==> src/rtl/psum_wb_pkg.sv <==
// Shared types and helpers for the psum writeback path.
// State encoding and a width-generic signed saturating add.
package psum_wb_pkg;

    localparam int COL     = 8;
    localparam int PSUM_BW = 16;
    localparam int ADDR_W  = 11;
    localparam int CNT_W   = 11;

    typedef enum logic [2:0] {
        IDLE   = 3'd0,
        PASS   = 3'd1,
        ACC_RD = 3'd2,
        ACC_WR = 3'd3,
        DONE   = 3'd4
    } wb_state_t;

    // Operands arrive sign-extended to 32 bits; result is clamped to bw bits.
    function automatic logic [31:0] sat_add(
        input logic [31:0] a,
        input logic [31:0] b,
        input int          bw
    );
        logic signed [32:0] s;
        logic signed [32:0] hi;
        logic signed [32:0] lo;
        s  = $signed({a[31], a}) + $signed({b[31], b});
        hi = (33'sd1 <<< (bw - 1)) - 33'sd1;
        lo = -(33'sd1 <<< (bw - 1));
        if (s > hi)
            s = hi;
        else if (s < lo)
            s = lo;
        return s[31:0];
    endfunction

endpackage

==> src/rtl/psum_writeback_lane.sv <==
// Single-lane signed saturating adder used for psum accumulation.
// Replicated once per column by psum_writeback.
module psum_sat_add_lane
    import psum_wb_pkg::*;
#(
    parameter int psum_bw = PSUM_BW
) (
    input  logic [psum_bw-1:0] a,
    input  logic [psum_bw-1:0] b,
    output logic [psum_bw-1:0] y
);

    logic [31:0] wide;
    logic        wide_unused;

    assign wide = sat_add({{(32-psum_bw){a[psum_bw-1]}}, a},
                          {{(32-psum_bw){b[psum_bw-1]}}, b},
                          psum_bw);

    assign y           = wide[psum_bw-1:0];
    assign wide_unused = ^wide[31:psum_bw];

endmodule

==> src/rtl/psum_writeback.sv <==
// Drains OFIFO result vectors into the psum SRAM, either
// overwriting or read-add-writing with lane-wise saturation.
module psum_writeback
    import psum_wb_pkg::*;
#(
    parameter int col     = COL,
    parameter int psum_bw = PSUM_BW,
    parameter int addr_w  = ADDR_W,
    parameter int cnt_w   = CNT_W
) (
    input  logic                   clk,
    input  logic                   reset,
    input  logic                   start,
    input  logic [addr_w-1:0]      base_addr,
    input  logic [cnt_w-1:0]       num_vec,
    input  logic                   accum_en,
    input  logic                   ofifo_valid,
    input  logic [col*psum_bw-1:0] ofifo_data,
    output logic                   ofifo_rd,
    output logic                   sram_cen,
    output logic                   sram_wen,
    output logic [addr_w-1:0]      sram_a,
    output logic [col*psum_bw-1:0] sram_d,
    input  logic [col*psum_bw-1:0] sram_q,
    output logic                   busy,
    output logic                   done
);

    localparam int W = col * psum_bw;

    wb_state_t         state;
    wb_state_t         state_nx;
    logic [addr_w-1:0] addr;
    logic [addr_w-1:0] addr_nx;
    logic [cnt_w-1:0]  remaining;
    logic [cnt_w-1:0]  remaining_nx;
    logic [W-1:0]      hold;
    logic [W-1:0]      hold_nx;
    logic [W-1:0]      acc_sum;
    logic              last;

    for (genvar k = 0; k < col; k++) begin : g_lane
        psum_sat_add_lane #(
            .psum_bw(psum_bw)
        ) u_lane (
            .a(sram_q[k*psum_bw +: psum_bw]),
            .b(hold[k*psum_bw +: psum_bw]),
            .y(acc_sum[k*psum_bw +: psum_bw])
        );
    end

    assign last   = (remaining == cnt_w'(1));
    assign sram_a = addr;

    always_comb begin
        state_nx     = state;
        addr_nx      = addr;
        remaining_nx = remaining;
        hold_nx      = hold;
        ofifo_rd     = 1'b0;
        sram_cen     = 1'b1;
        sram_wen     = 1'b1;
        sram_d       = '0;
        unique case (state)
            IDLE: begin
                if (start) begin
                    addr_nx      = base_addr;
                    remaining_nx = num_vec;
                    if (num_vec == '0)
                        state_nx = DONE;
                    else
                        state_nx = accum_en ? ACC_RD : PASS;
                end
            end
            PASS: begin
                if (ofifo_valid) begin
                    ofifo_rd     = 1'b1;
                    sram_cen     = 1'b0;
                    sram_wen     = 1'b0;
                    sram_d       = ofifo_data;
                    addr_nx      = addr + 1'b1;
                    remaining_nx = remaining - 1'b1;
                    if (last)
                        state_nx = DONE;
                end
            end
            ACC_RD: begin
                if (ofifo_valid) begin
                    ofifo_rd = 1'b1;
                    sram_cen = 1'b0;
                    hold_nx  = ofifo_data;
                    state_nx = ACC_WR;
                end
            end
            ACC_WR: begin
                // sram_q holds the old psum read in the previous cycle
                sram_cen     = 1'b0;
                sram_wen     = 1'b0;
                sram_d       = acc_sum;
                addr_nx      = addr + 1'b1;
                remaining_nx = remaining - 1'b1;
                state_nx     = last ? DONE : ACC_RD;
            end
            DONE: begin
                state_nx = IDLE;
            end
            default: begin
                state_nx = IDLE;
            end
        endcase
    end

    always_ff @(posedge clk) begin
        if (!reset) begin
            state     <= IDLE;
            addr      <= '0;
            remaining <= '0;
            hold      <= '0;
            busy      <= 1'b0;
            done      <= 1'b0;
        end else begin
            state     <= state_nx;
            addr      <= addr_nx;
            remaining <= remaining_nx;
            hold      <= hold_nx;
            busy      <= (state_nx == PASS) || (state_nx == ACC_RD) ||
                         (state_nx == ACC_WR);
            done      <= (state_nx == DONE);
        end
    end

endmodule

==> config.mk <==
export PLATFORM = sky130hd
export DESIGN_NAME = psum_writeback
export DESIGN_NICKNAME = d
export VERILOG_FILES = /design/src/rtl/psum_wb_pkg.sv /design/src/rtl/psum_writeback_lane.sv /design/src/rtl/psum_writeback.sv
export SDC_FILE = /design/constraint.sdc
export NUM_CORES = 1
export LEC_CHECK = 0
export CAP_MARGIN = 15
export CORE_MARGIN = 5
export CORE_UTILIZATION = 52
export CTS_CLUSTER_DIAMETER = 40
export CTS_CLUSTER_SIZE = 12
export DETAILED_ROUTE_END_ITERATION = 12
export GPL_ROUTABILITY_DRIVEN = 0
export GPL_TIMING_DRIVEN = 0
export PLACE_DENSITY_LB_ADDON = 0.08
export SLEW_MARGIN = 20
export SYNTH_ARGS = -nofsm -noshare
export SYNTH_HDL_FRONTEND = slang
export SYNTH_SLANG_ARGS = --single-unit
==> constraint.sdc <==
create_clock -name clk -period 12.3 [get_ports clk]
set_input_delay 3.69 -clock clk [delete_from_list [all_inputs] [get_ports clk]]
set_output_delay 3.69 -clock clk [all_outputs]
set_load 0.05 [all_outputs]
==> qor.yml <==
cts_buffer_depth: 2
cpMostUsedCell: "clkdlybuf4s50_1"
cts_tree: "yes"
p_leak_nw: 7.62
crit_arrival_ns: 8.04
slew_violations: 0
p_per_area_nw_per_um2: 92.0
antenna_left: 0
critPathBufInv: 4
synth_area_per_cell_um2: 7.51
setup_tns_ns: 0
synth_cell_types: 96
cts_buffers: 17
path_cells: "clkdlybuf4s50_1 > ha_1 > inv_1 > fa_1 > nor2b_1 > o31ai_1 > a211oi_1 > o21bai_1 > a22oi_1 > nand2_1 > nor2_1 > clkbuf_1 > a221o_1 > clkdlybuf4s50_1"
synth_edf_count: 0
rows: 59
ys.flop_type: "dfxtp_1"
multi_input_area_um2: 9880
run_status: "finished clean"
async_reset_ff_frac: 0
post-cts-setup-buffer-count: 0
regArea_um2: 3100
cp_slowest_stage_delay_ns: 0.88
core_um2: 25900
slowest_stage: "clkdlybuf4s50_1"
synth_nets: 2235
first_global_vias: 15538
port_buffers: 426
vias: 16006
grt_usage: 0.353
viasPerCell: 6.13
die_area_um2: 29500
drive_above_1_share: 0.0440
rsz0062_at_grt: "no"
hpwl_um: 42300
place_area_um2: 18300
fillerInstances: 2111
setup_viol: 0
drt_iter0_drc: 1675
ys_warn_count: 0
first_pass_iters: 6
final_cell_mix: "426 x clkdlybuf4s50_1, 343 x nand2_1, 260 x a21oi_1"
syn_inst: 1813
hold_buffers: 0
overflow: 0
worst-slew-pin-transition_ns: 1.12
antenna_found_initial: 9
synth-seq-cells: 155
vdd_ir_drop_max_uv: 97.3
endpoint_kind: "primary output"
max-cap-violations: 0
clock-root-buffer: "clkbuf_16"
final_nets: 2680
crit_type: "in -> out"
routed_wl_um: 54400
hold_class: "reg -> reg"
required_ns: 8.61
wl_per_cell_um: 20.8
design_area_um2: 18900
start_util: 0.526
clk_pin_slew_worst_paths_ns: 0.07
grt_max_degree: 19
insertion_delay_ns: 0.44
cp_max_fo: 10
final_common_cell: "clkdlybuf4s50_1"
synthesis.area_um2: 13600
finClkSkew_ns: 0.0175
yosysSeqAreaShare: 0.228
start_kind: "primary input"
io-pin-count: 427
relSlewSlack: 0.256
fmax_mhz: 85.3
clock-sinks: 155
die_h_um: 172
cts_resized: 0
drc: 0
die_x_um: 172
grt_pass1_wl_um: 82400
regToRegSetupSlack_ns: 9.62
hold_viol: 0
h-tree-depth: 4
period_share: 0.953
critical-path-top-delay-family: "buffers and inverters"
area_growth_pct: 39.0
period_needed_ns: 11.73
[where the power goes]
part           switching [mW]  internal [mW]  total [mW]  leakage (nW)
logic                   0.367          0.262       0.629          6.06
clock network           0.275          0.295       0.569         0.302
registers              0.0194          0.525       0.545          1.26
total                   0.661           1.08        1.74          7.62
[synth_stat cells, drive strengths merged (4+ instances only)]
cell type,count,area share
nor3,21,0.0096
dfxtp,155,0.23
nor2,88,0.024
o31a,4,0.0026
o21a,21,0.012
buf,21,0.0099
o311ai,4,0.0026
ha,131,0.12
a221o,86,0.064
or2,6,0.0029
a21oi,261,0.096
nand3,38,0.014
inv,60,0.017
xor2,28,0.018
or3,8,0.0040
a22o,13,0.0084
nand4,11,0.0051
a211oi,21,0.013
and3,14,0.0065
o2111ai,5,0.0032
and2,6,0.0028
fa,8,0.012
nand2b,28,0.013
clkbuf,73,0.020
o22ai,5,0.0023
nand2,343,0.095
nor4,7,0.0043
maj3,5,0.0037
a21o,46,0.025
mux2i,5,0.0037
nor3b,5,0.0031
o211ai,24,0.014
o21bai,10,0.0055
a31oi,10,0.0046
xnor2,71,0.047
o21ai,93,0.035
a211o,4,0.0026
and4,5,0.0033
nor2b,17,0.0078
[through the flow]
| stage | util | worst slack [ns] | power [mW] | cells | hold slack, ns |
|---|---|---|---|---|---|
| final | 0.731 | 0.573 | 1.74 | 2612 | 0.459 |
| after global routing | 0.731 | 0.317 | 1.81 | 2611 | 0.475 |
| after CTS | 0.730 | 0.666 | 1.73 | 2606 | 0.462 |
| after detailed placement | 0.707 | 0.685 | 1.17 | 2574 | 0.453 |
| after global placement | 0.707 | 0.773 | 1.16 | 2574 | 0.445 |
| after floorplan | - | 1.44 | 0.926 | 1813 | 0.440 |
[layer usage]
| layer | wire (um) | vias to the layer above | track usage |
|---|---|---|---|
| met5 | 66 | - | 0 |
| met4 | 2530 | 8 | 0.165 |
| met2 | 25500 | 828 | 0.588 |
| met3 | 5640 | 152 | 0.0965 |
| met1 | 20700 | 7471 | 0.424 |
| li1 | - | 7547 | - |
[cell type report]
type,instances,share of cell area
Multi-Input combinational cell,1503,0.522
Timing Repair Buffer,426,0.225
Sequential cell,155,0.164
Clock buffer,17,0.0225
Tap cell,335,0.0221
Buffer,94,0.0218
Inverter,61,0.0121
Clock inverter,15,0.0102
Antenna cell,6,0.000793
[logic make-up after synthesis]
logic type	Yosys count	synth area share
AO/OA/AOI/OAI	646	0.317
AND/OR/NAND/NOR	608	0.203
buffers and inverters	155	0.0471
adder cells (fa/ha/maj)	144	0.136
multiplexers	6	0.00450
XOR/XNOR	99	0.0650
flip-flops	155	0.228
[flip-flops by register name, summed over array words and instances (netlist names)]
name,flops
done,1
hold,128
state,3
remaining,11
sram_a,11
busy,1
[path summary, 6_finish.rpt]
| check | start | to | cells after the start |
|---|---|---|---|
| min | hold[5] | hold[5] | 2 |
| min reg2reg | hold[5] | hold[5] | 2 |
| max | sram_q[0] | sram_d[5] | 14 |
| max reg2reg | state[1] | hold[8] | 8 |
[worst reg2reg max path, cell delays in order, from the launching register on]
cell	delay, ns
dfxtp_1	0.31
clkbuf_1	0.32
nand2b_1	0.17
or3b_2	0.50
clkbuf_1	0.20
clkbuf_1	0.38
clkbuf_1	0.41
nand2_1	0.18
a21oi_1	0.08
Power figures use the tool's default switching activity.
